File: config.mk
export PLATFORM = sky130hd
export DESIGN_NAME = uart_tx_cfg
export DESIGN_NICKNAME = d
export VERILOG_FILES = /design/src/rtl/uart_pkg.sv /design/src/rtl/uart_tick_edge.sv /design/src/rtl/uart_tx_cfg.sv
export SDC_FILE = /design/constraint.sdc
export NUM_CORES = 1
export LEC_CHECK = 0
export ABC_CLOCK_PERIOD_IN_PS = 5880
export BUFFER_PORTS_ARGS = -buffer_cell sky130_fd_sc_hd__buf_2
export CORE_MARGIN = 10
export CORE_UTILIZATION = 52
export CTS_CLUSTER_SIZE = 12
export DETAILED_ROUTE_END_ITERATION = 16
export HOLD_SLACK_MARGIN = 0.06
export PLACE_DENSITY = 0.82
export SLEW_MARGIN = 30
export SYNTH_ARGS = -nofsm -noshare
export SYNTH_HDL_FRONTEND = slang
export SYNTH_HIERARCHICAL = 1
export SYNTH_SLANG_ARGS = --single-unit
File: constraint.sdc
create_clock -name clk -period 5.88 [get_ports clk]
set_input_delay 0.588 -clock clk [delete_from_list [all_inputs] [get_ports clk]]
set_output_delay 0.588 -clock clk [all_outputs]
set_load 0.005 [all_outputs]
File: src/rtl/uart_pkg.sv
// Shared UART definitions for the transmitter and the matching receiver.
// Contents:
//   - parity-mode codes (PAR_NONE / PAR_EVEN / PAR_ODD; 2'b11 behaves as none)
//   - transmitter state encoding
//   - legal ranges for DATA_W and OVERSAMPLE
//   - helpers for the parity-enable decision and parity-bit generation
package uart_pkg;

    localparam logic [1:0] PAR_NONE = 2'b00;
    localparam logic [1:0] PAR_EVEN = 2'b01;
    localparam logic [1:0] PAR_ODD  = 2'b10;

    localparam int unsigned DATA_W_MIN     = 5;
    localparam int unsigned DATA_W_MAX     = 9;
    localparam int unsigned OVERSAMPLE_MIN = 2;
    localparam int unsigned OVERSAMPLE_MAX = 16;

    typedef enum logic [2:0] {
        ST_IDLE   = 3'd0,
        ST_START  = 3'd1,
        ST_DATA   = 3'd2,
        ST_PARITY = 3'd3,
        ST_STOP   = 3'd4
    } tx_state_e;

    function automatic logic parity_enabled(input logic [1:0] mode);
        return (mode == PAR_EVEN) || (mode == PAR_ODD);
    endfunction

    // Data is zero-extended to the widest legal word; the extra zeros do not
    // change the XOR.
    function automatic logic parity_bit(input logic [DATA_W_MAX-1:0] d,
                                        input logic [1:0]            mode);
        return (mode == PAR_ODD) ? ~(^d) : (^d);
    endfunction

endpackage

File: src/rtl/uart_tick_edge.sv
// Rising-edge detector for the shared oversample clock.
// Ports:
//   clk     - system clock
//   rst     - synchronous, active-high reset
//   clk_16x - oversample clock, treated as a plain level
//   tick    - high for one clk cycle per clk_16x rising edge
module uart_tick_edge (
    input  logic clk,
    input  logic rst,
    input  logic clk_16x,
    output logic tick
);

    logic clk16_d;

    always_ff @(posedge clk) begin
        if (rst) begin
            clk16_d <= 1'b0;
        end else begin
            clk16_d <= clk_16x;
        end
    end

    assign tick = clk_16x & ~clk16_d;

endmodule

File: src/rtl/uart_tx_cfg.sv
// Configurable UART transmitter: DATA_W data bits, LSB first, optional
// even/odd parity, one or two stop bits, valid/ready input handshake.
// Ports:
//   clk, rst     - system clock, synchronous active-high reset
//   clk_16x      - oversample clock; OVERSAMPLE rising edges per bit period
//   parity_mode  - 00 none, 01 even, 10 odd, 11 none (latched at accept)
//   stop2        - 1 selects two stop bits (latched at accept)
//   tx_valid     - upstream word valid
//   tx_data      - word to send
//   tx_ready     - high only in IDLE; accept = tx_valid & tx_ready
//   tx           - serial line, idle high, registered
//   tx_busy      - high in every state except IDLE
//   tx_done      - single-cycle pulse on the final tick of the last stop bit
module uart_tx_cfg
    import uart_pkg::*;
#(
    parameter int unsigned DATA_W     = 8,
    parameter int unsigned OVERSAMPLE = 16
) (
    input  logic              clk,
    input  logic              rst,
    input  logic              clk_16x,
    input  logic [1:0]        parity_mode,
    input  logic              stop2,
    input  logic              tx_valid,
    input  logic [DATA_W-1:0] tx_data,
    output logic              tx_ready,
    output logic              tx,
    output logic              tx_busy,
    output logic              tx_done
);

    localparam int unsigned BIT_W = $clog2(DATA_W);
    localparam logic [3:0]       TICK_LAST = 4'(OVERSAMPLE - 1);
    localparam logic [BIT_W-1:0] BIT_LAST  = BIT_W'(DATA_W - 1);

    tx_state_e         state, state_n;
    logic [3:0]        tick_cnt, tick_cnt_n;
    logic [BIT_W-1:0]  bit_idx, bit_idx_n;
    logic [DATA_W-1:0] data_q, data_n;
    logic [1:0]        par_q, par_n;
    logic              stop2_q, stop2_n;
    logic              tx_q, tx_n;
    logic              tick;
    logic              boundary;
    logic              done;

    uart_tick_edge u_tick (
        .clk     (clk),
        .rst     (rst),
        .clk_16x (clk_16x),
        .tick    (tick)
    );

    always_ff @(posedge clk) begin
        if (rst) begin
            state    <= ST_IDLE;
            tick_cnt <= '0;
            bit_idx  <= '0;
            data_q   <= '0;
            par_q    <= PAR_NONE;
            stop2_q  <= 1'b0;
            tx_q     <= 1'b1;
        end else begin
            state    <= state_n;
            tick_cnt <= tick_cnt_n;
            bit_idx  <= bit_idx_n;
            data_q   <= data_n;
            par_q    <= par_n;
            stop2_q  <= stop2_n;
            tx_q     <= tx_n;
        end
    end

    always_comb begin
        state_n    = state;
        tick_cnt_n = tick_cnt;
        bit_idx_n  = bit_idx;
        data_n     = data_q;
        par_n      = par_q;
        stop2_n    = stop2_q;
        done       = 1'b0;
        boundary   = tick && (tick_cnt == TICK_LAST);

        // Bit-period timing is shared by every non-IDLE state.
        if (state != ST_IDLE && tick) begin
            tick_cnt_n = boundary ? 4'd0 : tick_cnt + 4'd1;
        end

        case (state)
            ST_IDLE: begin
                tick_cnt_n = '0;
                bit_idx_n  = '0;
                if (tx_valid) begin
                    data_n  = tx_data;
                    par_n   = parity_mode;
                    stop2_n = stop2;
                    state_n = ST_START;
                end
            end
            ST_START: begin
                if (boundary) begin
                    state_n   = ST_DATA;
                    bit_idx_n = '0;
                end
            end
            ST_DATA: begin
                if (boundary) begin
                    if (bit_idx == BIT_LAST) begin
                        bit_idx_n = '0;
                        state_n   = parity_enabled(par_q) ? ST_PARITY : ST_STOP;
                    end else begin
                        bit_idx_n = bit_idx + 1'b1;
                    end
                end
            end
            ST_PARITY: begin
                if (boundary) begin
                    state_n   = ST_STOP;
                    bit_idx_n = '0;
                end
            end
            ST_STOP: begin
                // bit_idx doubles as the stop-bit counter.
                if (boundary) begin
                    if (stop2_q && bit_idx == '0) begin
                        bit_idx_n = {{(BIT_W-1){1'b0}}, 1'b1};
                    end else begin
                        bit_idx_n = '0;
                        state_n   = ST_IDLE;
                        done      = 1'b1;
                    end
                end
            end
            default: begin
                state_n = ST_IDLE;
            end
        endcase

        // tx is registered from the next state so the line changes in the
        // same cycle the state register does.
        case (state_n)
            ST_START:  tx_n = 1'b0;
            ST_DATA:   tx_n = data_n[bit_idx_n];
            ST_PARITY: tx_n = parity_bit(DATA_W_MAX'(data_n), par_n);
            default:   tx_n = 1'b1;
        endcase
    end

    assign tx       = tx_q;
    assign tx_ready = (state == ST_IDLE);
    assign tx_busy  = (state != ST_IDLE);
    assign tx_done  = done;

endmodule
Yosys cells after proc, flatten, opt, wreduce, memory -nomap -nowiden
Index checks and enable logic that the tools add are counted.
Cells by class
  reductions and logical operators: 11
  bitwise logic cells: 3
  add/subtract/negate cells: 2
  div/mod/pow operators: 0
  order comparisons: 1
  eq/ne operators: 12
  multiplexer cells: 27
  shifts and indexed selects: 0
  multiply operators: 0
Operators with widths (count)
  $mux W3: 12
  $mux W8: 2
  $pmux W3 S5: 1
  $eq A3 B2 Y1 const B: 4
  $pmux W3 S4: 1
  $reduce_xor A9 Y1: 1
  $eq A3 B1 Y1 const B: 2
  $eq A3 B3 Y1 const B: 2
  $logic_not A3 Y1: 2
  $mux W1: 6
  $add A4 B1 Y4 const B: 1
  $eq A2 B2 Y1 const B: 2
  $eq A4 B4 Y1 const B: 1
  $lt A3 B4 Y1 const B: 1
  $mux W2: 2
  $mux W4: 1
  $reduce_or A2 Y1: 2
  $add A3 B1 Y3 const B: 1
  $bmux W1 S3: 1
  $logic_and A1 B1 Y1: 3
  $pmux W1 S3: 1
  $reduce_bool A3 Y1: 1
  $eq A2 B1 Y1 const B: 1
  $not A1 Y1: 2
  3 further kinds: 3
Storage, ports and cells
  memories: 0
  latch bits: 0
  memory bits (writable): 0
  memory bits (read-only): 0
  bits in registers: 23
  output and inout port bits: 4
  input port bits: 15
  logic and storage cells: 64

Longest topological paths before layout
Gate-level depths: netlist of run 1.
  word-level depth: 8
  mapped depth: 9
  gate-level depth less buffers: 8

By module
The synthesis of run 1 kept the hierarchy.
By module, submodules not included
  uart_tx_cfg: sequential area each 440.4 um2, cells an instance 153, area an instance 1358.8 um2, instances 1
  uart_tick_edge: sequential area each 20.0 um2, cells an instance 3, area an instance 47.5 um2, instances 1

Worst setup path before layout of run 1
Ideal clock, no wire load.
  path type: in2reg
  start point: input port clk_16x
  end point: register tx_q (netlist: tx)
  buffers on the path: 2
  path slack: 3402 ps
  data required time: 5803 ps
  cell stages on the path: 9
  arrival: 2402 ps
  setup time: 77 ps
  cell sequence: nor2b_4 > buf_2 > and4_1 > buf_2 > a21oi_1 > a221oi_2 > mux2_2 > or3_1 > a41oi_2
Between the ends
  cells in the longest elaborated chain, start to end: 7
  elaborated cells between the ends (all ways): 17
  classes of those cells: eq/ne (3); mux (12); bitwise (1); reduce/logical (1)
RTL lines
  start, declared: line uart_tx_cfg.sv:22  | input logic clk_16x,
  $and A1 B1 Y1 *: line uart_tick_edge.sv:24  | assign tick = clk_16x & ~clk16_d;
  $logic_and A1 B1 Y1 *: line uart_tx_cfg.sv:83  | boundary = tick && (tick_cnt == TICK_LAST);
  $mux W3 (on tied branches)
  $pmux W3 S4: line uart_tx_cfg.sv:90  | case (state)
  $bmux W1 S3: line uart_tx_cfg.sv:144  | ST_DATA: tx_n = data_n[bit_idx_n];
  $mux W1 (implied by the code): line uart_tx_cfg.sv:144
  $pmux W1 S3 *: line uart_tx_cfg.sv:142  | case (state_n)
  end signal, assigned: line uart_tx_cfg.sv:71  | tx_q <= tx_n;
  end, declared: line uart_tx_cfg.sv:43  | logic tx_q, tx_n;
Mark *: on every way between the ends. The rest lies on a longest branch, timed or not. The select of a mux whose other input is x is not followed.
A chain may end at the register's enable or synchronous reset.

Final worst setup path of run 1
  start point: register bit_idx[0]
  end point: register tx_q (netlist: tx)
Between the ends
  cells in the longest elaborated chain, start to end: 8
  elaborated cells between the ends (all ways): 21
  classes of those cells: add/sub (1); eq/ne (4); mux (14); reduce/logical (2)
RTL lines
  start, declared: line uart_tx_cfg.sv:39  | logic [BIT_W-1:0] bit_idx, bit_idx_n;
  start signal, assigned: line uart_tx_cfg.sv:67  | bit_idx <= bit_idx_n;
  branches (longest 7 deep; another with $add A3 B1 Y3)
  $pmux W1 S3 *: line uart_tx_cfg.sv:142
Mark *: on every way between the ends. The select of a mux whose other input is x is not followed.

==> results of run 1 <==
## worst register-to-register path, delay by kind of cell (launching register included)
family / cells / cell delay [ns]
compound gates: 3 / 0.74
fa+ha+maj: 2 / 0.43
flops: 1 / 0.38
mux: 1 / 0.39
simple gates: 2 / 0.55
## kinds of logic (layout without fill, tap and decap cells)
family,after synthesis,after routing,share of synthesized area [%]
flops,23,23,32.74
fa+ha+maj,5,5,4.360
simple gates,63,63,24.29
xor+xnor,16,16,11.92
buf+inv,12,27,4.448
compound gates,22,22,11.30
mux,15,15,10.94
## flip-flops by register name, summed over array words and instances (netlist names)
signal	flops
tx	1
u_tick/clk16_d	1
bit_idx	3
data_q	8
tick_cnt	4
stop2_q	1
par_q	2
state	3
## cell type report
class / count / area, um2 / share of cell area (%)
multi-input cells: 121 / 883.3 / 58.20
flip-flops and latches: 23 / 460.4 / 30.34
repair buffers: 18 / 90.09 / 5.936
well taps: 30 / 37.54 / 2.473
clock buffers: 3 / 22.52 / 1.484
inverters: 5 / 18.77 / 1.237
clock inverters: 1 / 5.005 / 0.3298
## worst max-delay path by stage
| stage | end | slack, ns | depth (start not counted) |
|---|---|---|---|
| 2_1_floorplan | tx$_SDFF_PP1_ | 3.40 | 9 |
| 3_3_place_gp | tx$_SDFF_PP1_ | 3.28 | 8 |
| 3_5_place_dp | tx$_SDFF_PP1_ | 3.18 | 8 |
| 4_1_cts | tx$_SDFF_PP1_ | 3.34 | 8 |
| 5_1_grt | tx$_SDFF_PP1_ | 3.20 | 8 |
| 6_report | tx$_SDFF_PP1_ | 3.34 | 8 |
## cell usage in the layout, fill, tap and decap left out, types with 2 or more instances in the layout
cell type and instances:
sky130_fd_sc_hd__dfxtp_1 23, sky130_fd_sc_hd__nand2_1 19, sky130_fd_sc_hd__buf_2 18, sky130_fd_sc_hd__nor2_1 17, sky130_fd_sc_hd__mux2i_1 12, sky130_fd_sc_hd__xnor2_1 12
sky130_fd_sc_hd__a21oi_1 9, sky130_fd_sc_hd__nor3_1 4, sky130_fd_sc_hd__o21ai_0 4, sky130_fd_sc_hd__ha_1 4, sky130_fd_sc_hd__inv_1 3, sky130_fd_sc_hd__nand3_1 3
sky130_fd_sc_hd__nor2b_1 3, sky130_fd_sc_hd__nand2b_1 3, sky130_fd_sc_hd__mux2_2 3, sky130_fd_sc_hd__clkbuf_4 3, sky130_fd_sc_hd__inv_2 2, sky130_fd_sc_hd__or3_1 2
sky130_fd_sc_hd__a32oi_1 2, sky130_fd_sc_hd__nor4_1 2, sky130_fd_sc_hd__xnor3_1 2, sky130_fd_sc_hd__xor2_1 2, sky130_fd_sc_hd__nor2b_4 2
## cell usage after synthesis, drive strengths merged (4+ instances only)
master and number:
ha 4, nor2b 5, buf 5, nand2 19
inv 5, nor3 4, dfxtp 23, nor2 18
mux2i 12, xnor2 12, a21oi 9, o21ai 5
## power by group through the flow
| stage | Combinational, W | Clock [W] | Sequential (W) |
|---|---|---|---|
| finish | 0.0000726 | 0.0000715 | 0.000169 |
| global route | 0.0000798 | 0.0000786 | 0.000170 |
| CTS | 0.0000730 | 0.0000750 | 0.000169 |
| detailed placement | 0.0000728 | 0 | 0.000172 |
| global placement | 0.0000688 | 0 | 0.000172 |
| floorplan | 0.0000576 | 0 | 0.000170 |
## metal layers
layer | track usage (%) | up-vias | part of all wire [%]
met5 | 0 | - | 0
li1 | - | 567 | -
met2 | 18.92 | 35 | 50
met3 | 2.857 | 5 | 5.0
met4 | 4.946 | 0 | 1.6
met1 | 12.45 | 522 | 44
## per-stage QoR
stage | total power (W) | util (%) | area (um2) | setup slack [ns] | hold WS, ns
after global routing | 0.0003281 | 60.17 | 1518 | 3.197 | 0.5123
final | 0.0003128 | 60.17 | 1518 | 3.338 | 0.4778
after detailed placement | 0.0002449 | 59.08 | 1490 | 3.178 | 0.4646
after global placement | 0.0002405 | 59.08 | 1490 | 3.276 | 0.4540
after CTS | 0.0003166 | 60.17 | 1518 | 3.340 | 0.4814
after floorplan | 0.0002275 | - | 1406 | 3.402 | 0.4320
==> metrics.txt, run 1 <==
# TYPE chip_impl_metric gauge
chip_impl_info{name="run_status",value="finished clean"} 1
chip_impl_info{name="r2r_end",value="tx$_SDFF_PP1_"} 1
chip_impl_metric{name="insertion_delay",unit="ns"} 0.31
chip_impl_info{name="r2r-start",value="bit_idx[0]$_SDFF_PP0_"} 1
chip_impl_metric{name="design.die.area",unit="mm2"} 0.005185
chip_impl_metric{name="power.static_leakage",unit="nW"} 0.6234
chip_impl_metric{name="crit_fanout",unit=""} 6
chip_impl_metric{name="syn-cell-area",unit="mm2"} 0.001406
chip_impl_info{name="synth_top_cell_by_area",value="sky130_fd_sc_hd__dfxtp_1"} 1
chip_impl_metric{name="track_usage",unit="%"} 11.02
chip_impl_metric{name="vias",unit=""} 1129
chip_impl_metric{name="cts_inserted_buffers",unit=""} 3
chip_impl_metric{name="cts_post_setup_buffers_inserted",unit=""} 0
chip_impl_metric{name="yosys.area.top_type_share",unit="%"} 32.74
chip_impl_metric{name="power_density",unit="mW/mm2"} 206.1
chip_impl_metric{name="switching_power_as_a_share_of_total_power",unit="%"} 28.03
chip_impl_metric{name="final_cells",unit=""} 201
chip_impl_info{name="min_to",value="stop2_q$_SDFFE_PP0P_"} 1
chip_impl_metric{name="dieWidth",unit="um"} 72.01
chip_impl_info{name="crit_chain",value="ha_1 -> ha_1 -> nor3_1 -> o21ai_1 -> a221oi_2 -> mux2_2 -> or3_1 -> a41oi_2"} 1
chip_impl_metric{name="postSynthCellCount",unit=""} 156
chip_impl_metric{name="worstHoldPathCells",unit=""} 2
chip_impl_metric{name="finClkSkew",unit="ns"} 0.005347
chip_impl_metric{name="critical_path_arrival",unit="ns"} 2.79
chip_impl_metric{name="core-area",unit="mm2"} 0.002522
chip_impl_info{name="setup_repair_after_global_routing_missed_its_margin",value="no"} 1
chip_impl_metric{name="first_global_vias",unit=""} 1080
chip_impl_metric{name="synthesis.area_per_instance",unit="um2"} 9.015
chip_impl_metric{name="postRouteAntennaNets",unit=""} 0
chip_impl_info{name="setup.worst_path.start",value="bit_idx[0]$_SDFF_PP0_"} 1
chip_impl_metric{name="critical_path.max_stage_delay",unit="ns"} 0.46
chip_impl_metric{name="numPlacedInstances",unit=""} 197
chip_impl_metric{name="power.share.combinational",unit="%"} 23.2
chip_impl_info{name="criticalPathCategory",value="register to register"} 1
chip_impl_metric{name="synthArstFlopShare",unit="%"} 0
chip_impl_metric{name="drc",unit=""} 0
chip_impl_metric{name="boundaryPins",unit=""} 19
chip_impl_metric{name="hold_buffers",unit=""} 0
chip_impl_metric{name="ys_ff_latch",unit=""} 23
chip_impl_metric{name="syn-num-nets",unit=""} 175
chip_impl_metric{name="number_of_buffers_between_clock_root_and_the_deepest_sink",unit=""} 2
chip_impl_metric{name="grt_pass1_wl",unit="mm"} 4.754
chip_impl_metric{name="chipHeight",unit="um"} 72.01
chip_impl_metric{name="timing.reg2reg.setup_slack",unit="ns"} 3.34
chip_impl_info{name="critPathSlowestCell",value="sky130_fd_sc_hd__a221oi_2"} 1
chip_impl_metric{name="drt-wirelength-per-cell",unit="um"} 14.21
chip_impl_metric{name="floorplan.initialDensity",unit="%"} 55.75
chip_impl_metric{name="io_buffer_count",unit=""} 18
chip_impl_metric{name="postCtsResizedCells",unit=""} 0
chip_impl_info{name="hold_path.class",value="register to register"} 1
chip_impl_info{name="dominantRegCellSynth",value="sky130_fd_sc_hd__dfxtp_1"} 1
chip_impl_metric{name="r2r_cells",unit=""} 8
chip_impl_metric{name="post-route-min-period",unit="ns"} 2.542
chip_impl_metric{name="number_of_levels_the_h_tree_was_split_into",unit=""} 1
chip_impl_info{name="most_frequent_cell_on_the_critical_path",value="sky130_fd_sc_hd__ha_1"} 1
chip_impl_metric{name="total_switching_power",unit="W"} 0.00008769
chip_impl_metric{name="synth_enable_flop_cells",unit=""} 0
chip_impl_metric{name="timing.fmax",unit="GHz"} 0.3934
chip_impl_metric{name="cp.required",unit="ns"} 6.13
chip_impl_info{name="cp_top_family",value="compound AO/OA/AOI/OAI gates"} 1
chip_impl_metric{name="timing_hold_violations_final",unit=""} 0
chip_impl_metric{name="routed_wl",unit="mm"} 2.856
chip_impl_metric{name="routabilityCongestion",unit=""} 1.011
chip_impl_info{name="timing.critical_path.from_type",value="register"} 1
chip_impl_metric{name="dpl.hpwl",unit="mm"} 2.292
chip_impl_metric{name="syn_to_final_growth",unit="%"} 7.918
chip_impl_metric{name="filler_cell_count",unit=""} 212
chip_impl_metric{name="setup_total_negative_slack",unit="ns"} 0
chip_impl_metric{name="maxSlewHeadroom",unit="%"} 67.97
chip_impl_metric{name="placementRows",unit=""} 18
chip_impl_metric{name="yosysWarnings",unit=""} 6
chip_impl_metric{name="vdd.ir_drop.worst",unit="mV"} 0.1596
chip_impl_metric{name="synth-seq-area-share",unit="%"} 32.74
chip_impl_metric{name="antenna-diode-count",unit=""} 0
chip_impl_metric{name="power_frac_seq",unit="%"} 53.9
chip_impl_info{name="cts_root_buf",value="sky130_fd_sc_hd__clkbuf_4"} 1
chip_impl_metric{name="slew_viol_final",unit=""} 0
chip_impl_metric{name="clk_pin_slew",unit="ns"} 0.12
chip_impl_metric{name="post-route-period-util",unit="%"} 43.23
chip_impl_metric{name="timing.final.setup_violations",unit=""} 0
chip_impl_info{name="start_point_of_the_worst_hold_path",value="stop2_q$_SDFFE_PP0P_"} 1
chip_impl_metric{name="grt_start_max_net_pins",unit=""} 21
chip_impl_info{name="netlist_top_cells_area",value="sky130_fd_sc_hd__dfxtp_1 (33%), sky130_fd_sc_hd__mux2i_1 (8.5%), sky130_fd_sc_hd__xnor2_1 (7.5%)"} 1
chip_impl_metric{name="distinct_cell_type_count_after_synthesis",unit=""} 41
chip_impl_metric{name="cp.buffers_inverters",unit=""} 0
chip_impl_metric{name="first_drt_iteration_drcs",unit=""} 78
chip_impl_metric{name="maxCapViolations",unit=""} 0
chip_impl_metric{name="worst_slew_pin_slew",unit="ns"} 0.4805
chip_impl_metric{name="share_clk_of_total_power",unit="%"} 22.9
chip_impl_metric{name="numClockSinks",unit=""} 23
chip_impl_metric{name="antenna_found_initial",unit=""} 0
chip_impl_metric{name="post_route_cells_drive_above_1_share",unit="%"} 21.05
chip_impl_metric{name="drt_pass1_iterations",unit=""} 4
chip_impl_info{name="cp-end-kind",value="register"} 1
chip_impl_metric{name="finish.net_count",unit=""} 191
chip_impl_info{name="clock_tree_from_tritoncts",value="yes"} 1
chip_impl_metric{name="remaining_overflow_grt",unit=""} 0
chip_impl_metric{name="avgViaCountPerCell",unit=""} 5.617
chip_impl_metric{name="power_report.internal_total",unit="W"} 0.0002251
Power figures use the tool's default switching activity.
==> run 2, diff against run 1 <==
ABC_CLOCK_PERIOD_IN_PS = 2300   (was 5880)
CORE_UTILIZATION = 51   (was 52)
PLACE_DENSITY = 0.84   (was 0.82)
clock period = 2.3 ns   (was 5.88 ns; I/O delays follow)
==> metrics.txt, run 2 (synthesis gave the netlist of run 1 again) <==
# TYPE chip_impl_metric gauge
chip_impl_info{name="run_status",value="finished clean"} 1
chip_impl_info{name="criticalPathCategory",value="register to register"} 1
chip_impl_metric{name="avgViaCountPerCell",unit=""} 5.966
chip_impl_metric{name="first_drt_iteration_drcs",unit=""} 72
chip_impl_metric{name="drt-wirelength-per-cell",unit="um"} 16.26
chip_impl_metric{name="post-layout-total-power",unit="W"} 0.0008145
chip_impl_metric{name="finClkSkew",unit="ns"} 0.007420
chip_impl_metric{name="chipHeight",unit="um"} 72.51
chip_impl_metric{name="maxSlewHeadroom",unit="%"} 69.13
chip_impl_metric{name="timing.reg2reg.setup_slack",unit="ns"} 0.04
chip_impl_metric{name="post-route-min-period",unit="ns"} 2.260
chip_impl_info{name="regMostFlops",value="data_q"} 1
chip_impl_metric{name="maxCapViolations",unit=""} 0
chip_impl_metric{name="power_density",unit="mW/mm2"} 516.2
chip_impl_metric{name="routabilityCongestion",unit=""} 0.9585
chip_impl_metric{name="worstHoldPathCells",unit=""} 3
chip_impl_metric{name="cts_post_setup_buffers_inserted",unit=""} 0
chip_impl_info{name="timing.critical_path.from_type",value="register"} 1
chip_impl_metric{name="track_usage",unit="%"} 11.72
chip_impl_info{name="hold_path.class",value="input port to register"} 1
chip_impl_metric{name="final.setup.worst_slack",unit="ns"} 0.03961
chip_impl_metric{name="r2r_cells",unit=""} 8
chip_impl_metric{name="syn_to_final_growth",unit="%"} 12.19
chip_impl_metric{name="holdWs",unit="ns"} 0.1477
chip_impl_metric{name="grt_pass1_wl",unit="mm"} 5.030
chip_impl_info{name="clock_tree_from_tritoncts",value="yes"} 1
chip_impl_metric{name="filler_cell_count",unit=""} 214
chip_impl_metric{name="dieWidth",unit="um"} 72.51
chip_impl_info{name="r2r_end",value="tx$_SDFF_PP1_"} 1
chip_impl_metric{name="drc",unit=""} 0
chip_impl_metric{name="design.die.area",unit="mm2"} 0.005258
chip_impl_metric{name="first_global_vias",unit=""} 1128
chip_impl_metric{name="number_of_levels_the_h_tree_was_split_into",unit=""} 1
chip_impl_metric{name="slew_viol_final",unit=""} 0
chip_impl_metric{name="post_route_cells_drive_above_1_share",unit="%"} 27.01
chip_impl_metric{name="post-route-period-util",unit="%"} 98.28
chip_impl_info{name="layout_top_registers",value="data_q (8), tick_cnt (4)"} 1
chip_impl_info{name="r2r-start",value="bit_idx[1]$_SDFF_PP0_"} 1
chip_impl_info{name="setup.worst_path.start",value="bit_idx[1]$_SDFF_PP0_"} 1
chip_impl_metric{name="vias",unit=""} 1217
chip_impl_metric{name="clk_pin_slew",unit="ns"} 0.13
chip_impl_metric{name="floorplan.initialDensity",unit="%"} 55.26
chip_impl_metric{name="routed_met2_length",unit="mm"} 1.718
chip_impl_metric{name="placement.setup.worst_slack",unit="ns"} 0.03713
chip_impl_metric{name="antenna-diode-count",unit=""} 0
chip_impl_metric{name="postRouteAntennaNets",unit=""} 0
chip_impl_metric{name="layout.cell_area.non_filler",unit="mm2"} 0.001578
chip_impl_metric{name="cts_inserted_buffers",unit=""} 3
chip_impl_metric{name="crit_fanout",unit=""} 4
chip_impl_metric{name="timing.final.setup_violations",unit=""} 0
chip_impl_info{name="cts_root_buf",value="sky130_fd_sc_hd__clkbuf_4"} 1
chip_impl_metric{name="boundaryPins",unit=""} 19
chip_impl_metric{name="timing.fmax",unit="GHz"} 0.4424
chip_impl_metric{name="finish.net_count",unit=""} 194
chip_impl_metric{name="ff_latch_area",unit="um2"} 462.9
chip_impl_info{name="cp-end-kind",value="register"} 1
chip_impl_metric{name="max_ffs_per_register",unit=""} 8
chip_impl_metric{name="timing_hold_violations_final",unit=""} 0
chip_impl_metric{name="worst_slew_pin_slew",unit="ns"} 0.4625
chip_impl_metric{name="antenna_found_initial",unit=""} 0
chip_impl_metric{name="core-area",unit="mm2"} 0.002545
chip_impl_info{name="most_common_cell_after_layout_fill_and_taps_aside",value="sky130_fd_sc_hd__dfxtp_1"} 1
chip_impl_info{name="critical_path.endpoint",value="tx$_SDFF_PP1_"} 1
chip_impl_metric{name="wl_met3",unit="um"} 188
chip_impl_metric{name="vdd.ir_drop.worst",unit="mV"} 0.4119
chip_impl_metric{name="area_used_by_multi_input_combinational_logic",unit="um2"} 919.6
chip_impl_metric{name="grt_start_max_net_pins",unit=""} 21
chip_impl_info{name="routed.top_layer",value="met4"} 1
chip_impl_metric{name="numClockSinks",unit=""} 23
chip_impl_metric{name="placementRows",unit=""} 18
chip_impl_metric{name="remaining_overflow_grt",unit=""} 0
chip_impl_metric{name="dpl-instance-area",unit="mm2"} 0.001513
chip_impl_metric{name="dpl.hpwl",unit="mm"} 2.404
chip_impl_metric{name="drt_pass1_iterations",unit=""} 4
chip_impl_info{name="mostFrequentLayoutCells",value="sky130_fd_sc_hd__dfxtp_1 (21), sky130_fd_sc_hd__nand2_1 (19), sky130_fd_sc_hd__buf_2 (18)"} 1
chip_impl_metric{name="cp.required",unit="ns"} 2.56
chip_impl_metric{name="insertion_delay",unit="ns"} 0.32
chip_impl_metric{name="wire_length_the_detailed_router_placed_on_met1",unit="mm"} 1.339
chip_impl_metric{name="critical_path_arrival",unit="ns"} 2.52
chip_impl_metric{name="io_buffer_count",unit=""} 18
chip_impl_metric{name="number_of_buffers_between_clock_root_and_the_deepest_sink",unit=""} 2
chip_impl_metric{name="routed_wl",unit="mm"} 3.318
chip_impl_metric{name="power.static_leakage",unit="nW"} 0.6328
## run 2: area by class of cell
class                           count  area share (%)
Multi-Input combinational cell    121           58.29
Sequential cell                    23           29.34
Tap cell                           30           2.379
Inverter                            5           1.190
Clock buffer                        4           1.665
Timing Repair Buffer               21           7.137
## run 2: per-layer routing
layer,vias to the layer above,global-route usage (%)
met5,-,0
met4,0,3.586
met3,8,2.449
met2,52,22.06
met1,586,12.66
li1,571,-
## run 2: worst min-delay path by stage
stage                           endpoint            startpoint  slack, ns
6_report            stop2_q$_SDFFE_PP0P_                 stop2       0.15
2_1_floorplan  u_tick/clk16_d$_SDFF_PP0_                   rst       0.29
4_1_cts        u_tick/clk16_d$_SDFF_PP0_               clk_16x       0.14
3_3_place_gp        stop2_q$_SDFFE_PP0P_  stop2_q$_SDFFE_PP0P_       0.45
5_1_grt        u_tick/clk16_d$_SDFF_PP0_               clk_16x       0.14
3_5_place_dp        stop2_q$_SDFFE_PP0P_  stop2_q$_SDFFE_PP0P_       0.46
## run 2: where the power goes
group | leakage, nW | switching [W] | internal (W) | total (W)
sequential | 0.189 | 0.0000170 | 0.000416 | 0.000433
clock | 0.0150 | 0.000126 | 0.0000680 | 0.000194
combinational | 0.429 | 0.0000911 | 0.0000968 | 0.000188
## run 2: repair_timing
item / CTS / global route
resized for setup: 2 / 9
cloned: 0 / 0
hold endpoints to repair: 0 / 0
hold buffers: 0 / 0
setup endpoints to repair: 1 / 1
pin swaps: 0 / 2
## run 2: worst max-delay path: stages, from the launching register on
cell and delay, ns:
sky130_fd_sc_hd__dfxtp_1 0.35, sky130_fd_sc_hd__ha_2 0.20, sky130_fd_sc_hd__ha_4 0.18, sky130_fd_sc_hd__nor3_4 0.18
sky130_fd_sc_hd__o21ai_1 0.09, sky130_fd_sc_hd__a221oi_2 0.30, sky130_fd_sc_hd__mux2_2 0.37, sky130_fd_sc_hd__or3_4 0.34
sky130_fd_sc_hd__a41oi_2 0.18
## run 2: per-stage QoR
| stage | utilization, % | setup TNS (ns) | cells |
|---|---|---|---|
| 6_report | 62.00 | 0 | 204 |
| 5_1_grt | 62.00 | -0.006170 | 204 |
| 4_1_cts | 60.72 | 0 | 204 |
| 3_5_place_dp | 59.44 | 0 | 200 |
| 3_3_place_gp | 59.44 | 0 | 200 |
| 2_1_floorplan | - | 0 | 156 |
==> run 3, diff against run 2 <==
CORE_MARGIN = 3   (was 10)
SETUP_SLACK_MARGIN = 0.2   (was default)
==> metrics.txt, run 3 (synthesis gave the netlist of run 1 again) <==
# TYPE chip_impl_metric gauge
chip_impl_info{name="run_status",value="finished clean"} 1
chip_impl_metric{name="antenna-diode-count",unit=""} 0
chip_impl_info{name="mostFrequentLayoutCells",value="sky130_fd_sc_hd__nand2_1 (19), sky130_fd_sc_hd__dfxtp_1 (18), sky130_fd_sc_hd__buf_2 (18)"} 1
chip_impl_info{name="r2r_end",value="tx$_SDFF_PP1_"} 1
chip_impl_metric{name="remaining_overflow_grt",unit=""} 0
chip_impl_info{name="criticalPathCategory",value="register to register"} 1
chip_impl_info{name="most_common_cell_after_layout_fill_and_taps_aside",value="sky130_fd_sc_hd__nand2_1"} 1
chip_impl_metric{name="clk_pin_slew",unit="ns"} 0.12
chip_impl_metric{name="crit_fanout",unit=""} 2
chip_impl_metric{name="numClockSinks",unit=""} 23
chip_impl_metric{name="timing_hold_violations_final",unit=""} 0
chip_impl_metric{name="hold_buffers",unit=""} 0
chip_impl_metric{name="vdd.ir_drop.worst",unit="mV"} 0.4945
chip_impl_metric{name="finish.net_count",unit=""} 201
chip_impl_metric{name="placementRows",unit=""} 18
chip_impl_metric{name="post-route-min-period",unit="ns"} 2.133
chip_impl_metric{name="timing.fmax",unit="GHz"} 0.4689
chip_impl_metric{name="power.static_leakage",unit="nW"} 0.6734
chip_impl_metric{name="critical_path_arrival",unit="ns"} 2.40
chip_impl_info{name="cp-end-kind",value="register"} 1
chip_impl_metric{name="first_global_vias",unit=""} 1209
chip_impl_metric{name="first_drt_iteration_drcs",unit=""} 70
chip_impl_metric{name="avgViaCountPerCell",unit=""} 5.910
chip_impl_metric{name="vias",unit=""} 1247
chip_impl_metric{name="setup_total_negative_slack",unit="ns"} 0
chip_impl_info{name="cts_root_buf",value="sky130_fd_sc_hd__clkbuf_4"} 1
chip_impl_info{name="gr-max-usage-layer",value="met2"} 1
chip_impl_metric{name="syn_to_final_growth",unit="%"} 22.15
chip_impl_info{name="r2r-start",value="bit_idx[0]$_SDFF_PP0_"} 1
chip_impl_metric{name="worst_slew_pin_slew",unit="ns"} 0.3974
chip_impl_info{name="start_point_of_the_worst_hold_path",value="clk_16x"} 1
chip_impl_metric{name="routabilityCongestion",unit=""} 0.8912
chip_impl_metric{name="postRouteAntennaNets",unit=""} 0
chip_impl_metric{name="design.die.area",unit="mm2"} 0.003423
chip_impl_metric{name="insertion_delay",unit="ns"} 0.33
chip_impl_metric{name="track_usage",unit="%"} 22.06
chip_impl_metric{name="finClkSkew",unit="ns"} 0.003980
chip_impl_info{name="min_to",value="u_tick/clk16_d$_SDFF_PP0_"} 1
chip_impl_metric{name="dieWidth",unit="um"} 58.51
chip_impl_metric{name="grt_start_max_net_pins",unit=""} 21
chip_impl_metric{name="power_density",unit="mW/mm2"} 482.6
chip_impl_metric{name="use_met1",unit="%"} 24.59
chip_impl_info{name="regMostFlops",value="data_q"} 1
chip_impl_info{name="timing.critical_path.from_type",value="register"} 1
chip_impl_metric{name="max_ffs_per_register",unit=""} 8
chip_impl_info{name="hold_path.class",value="input port to register"} 1
chip_impl_info{name="clock_tree_from_tritoncts",value="yes"} 1
chip_impl_metric{name="maxCapViolations",unit=""} 0
chip_impl_metric{name="io_buffer_count",unit=""} 18
chip_impl_metric{name="routed_wl",unit="mm"} 3.615
chip_impl_metric{name="drt-wirelength-per-cell",unit="um"} 17.13
chip_impl_metric{name="chipHeight",unit="um"} 58.51
chip_impl_info{name="setup_repair_after_global_routing_missed_its_margin",value="yes"} 1
chip_impl_metric{name="timing.final.setup_violations",unit=""} 0
chip_impl_metric{name="grt_util_met3",unit="%"} 3.947
chip_impl_metric{name="timing.reg2reg.setup_slack",unit="ns"} 0.17
chip_impl_metric{name="maxSlewHeadroom",unit="%"} 73.47
chip_impl_metric{name="number_of_levels_the_h_tree_was_split_into",unit=""} 1
chip_impl_metric{name="worstHoldPathCells",unit=""} 2
chip_impl_metric{name="post_route_cells_drive_above_1_share",unit="%"} 34.25
chip_impl_metric{name="number_of_buffers_between_clock_root_and_the_deepest_sink",unit=""} 2
chip_impl_metric{name="boundaryPins",unit=""} 19
chip_impl_metric{name="gr-usage-met2",unit="%"} 40.03
chip_impl_metric{name="dpl.hpwl",unit="mm"} 2.302
chip_impl_metric{name="core-area",unit="mm2"} 0.002545
chip_impl_info{name="layout_top_registers",value="data_q (8), tick_cnt (4)"} 1
chip_impl_metric{name="cp.required",unit="ns"} 2.57
chip_impl_metric{name="slew_viol_final",unit=""} 0
chip_impl_metric{name="r2r_cells",unit=""} 9
chip_impl_metric{name="post-route-period-util",unit="%"} 92.73
chip_impl_metric{name="cts_inserted_buffers",unit=""} 3
chip_impl_info{name="setup.worst_path.start",value="bit_idx[0]$_SDFF_PP0_"} 1
chip_impl_metric{name="post-route-util",unit="%"} 67.50
chip_impl_metric{name="floorplan.initialDensity",unit="%"} 55.26
chip_impl_metric{name="drt_pass1_iterations",unit=""} 4
chip_impl_metric{name="antenna_found_initial",unit=""} 0
chip_impl_metric{name="grt_pass1_wl",unit="mm"} 5.651
chip_impl_metric{name="drc",unit=""} 0
## run 3: changes by cell type in the layout (fill, tap and decap cells not counted), sizes merged
cell	before	now
buf	21	28
## run 3: critical path, stage by stage (launching register included)
cell	delay, ns
sky130_fd_sc_hd__dfxtp_4	0.37
sky130_fd_sc_hd__buf_6	0.12
sky130_fd_sc_hd__inv_4	0.05
sky130_fd_sc_hd__ha_4	0.12
sky130_fd_sc_hd__and3b_2	0.23
sky130_fd_sc_hd__nor2_4	0.05
sky130_fd_sc_hd__a221oi_4	0.30
sky130_fd_sc_hd__mux2_4	0.32
sky130_fd_sc_hd__or3_4	0.33
sky130_fd_sc_hd__a41oi_2	0.18
## run 3: where the power goes
group	internal (W)	switching, W	leakage [nW]	total (W)
combinational	0.000101	0.000101	0.468	0.000203
sequential	0.000415	0.0000175	0.191	0.000432
clock	0.0000683	0.000126	0.0150	0.000194
total	0.000585	0.000244	0.673	0.000829
## run 3: through the flow
step	cells	cell area [um2]	setup slack, ns	hold WS, ns	total power (W)
after floorplan	156	1416	0.07771	0.2943	0.0005823
after global placement	199	1515	0.1546	0.4465	0.0006148
after detailed placement	199	1515	0.06783	0.4651	0.0006236
after CTS	207	1647	0.1417	0.1441	0.0008097
after global routing	211	1718	0.1176	0.1448	0.0008545
final	211	1718	0.1673	0.1290	0.0008290
## run 3: how the worst max path moves through the flow
stage	slack [ns]	to	cells after the start
3_5_place_dp	0.07	tx$_SDFF_PP1_	8
5_1_grt	0.12	tx$_SDFF_PP1_	9
4_1_cts	0.14	tx$_SDFF_PP1_	8
3_3_place_gp	0.15	tx$_SDFF_PP1_	8
6_report	0.17	tx$_SDFF_PP1_	9
2_1_floorplan	0.08	tx$_SDFF_PP1_	8
## run 3: final cells by class
cell class,instances,area (um2)
clock buffer,4,26.28
sequential,23,469.2
multi-input combinational,121,994.7
inverter,5,21.27
timing repair buffer,28,168.9
tap,30,37.54
fill,175,827.0
## run 3: what timing repair did
action	in CTS	in global routing
buffers inserted	4	4
endpoints found under the setup margin	1	1
resized for setup	18	10
pin swaps	9	7
## run 3: per-layer routing
metal	routed length, um	vias to the layer above
met5	0	-
met4	121	0
met3	205	11
met2	1859	53
met1	1428	595
li1	-	588
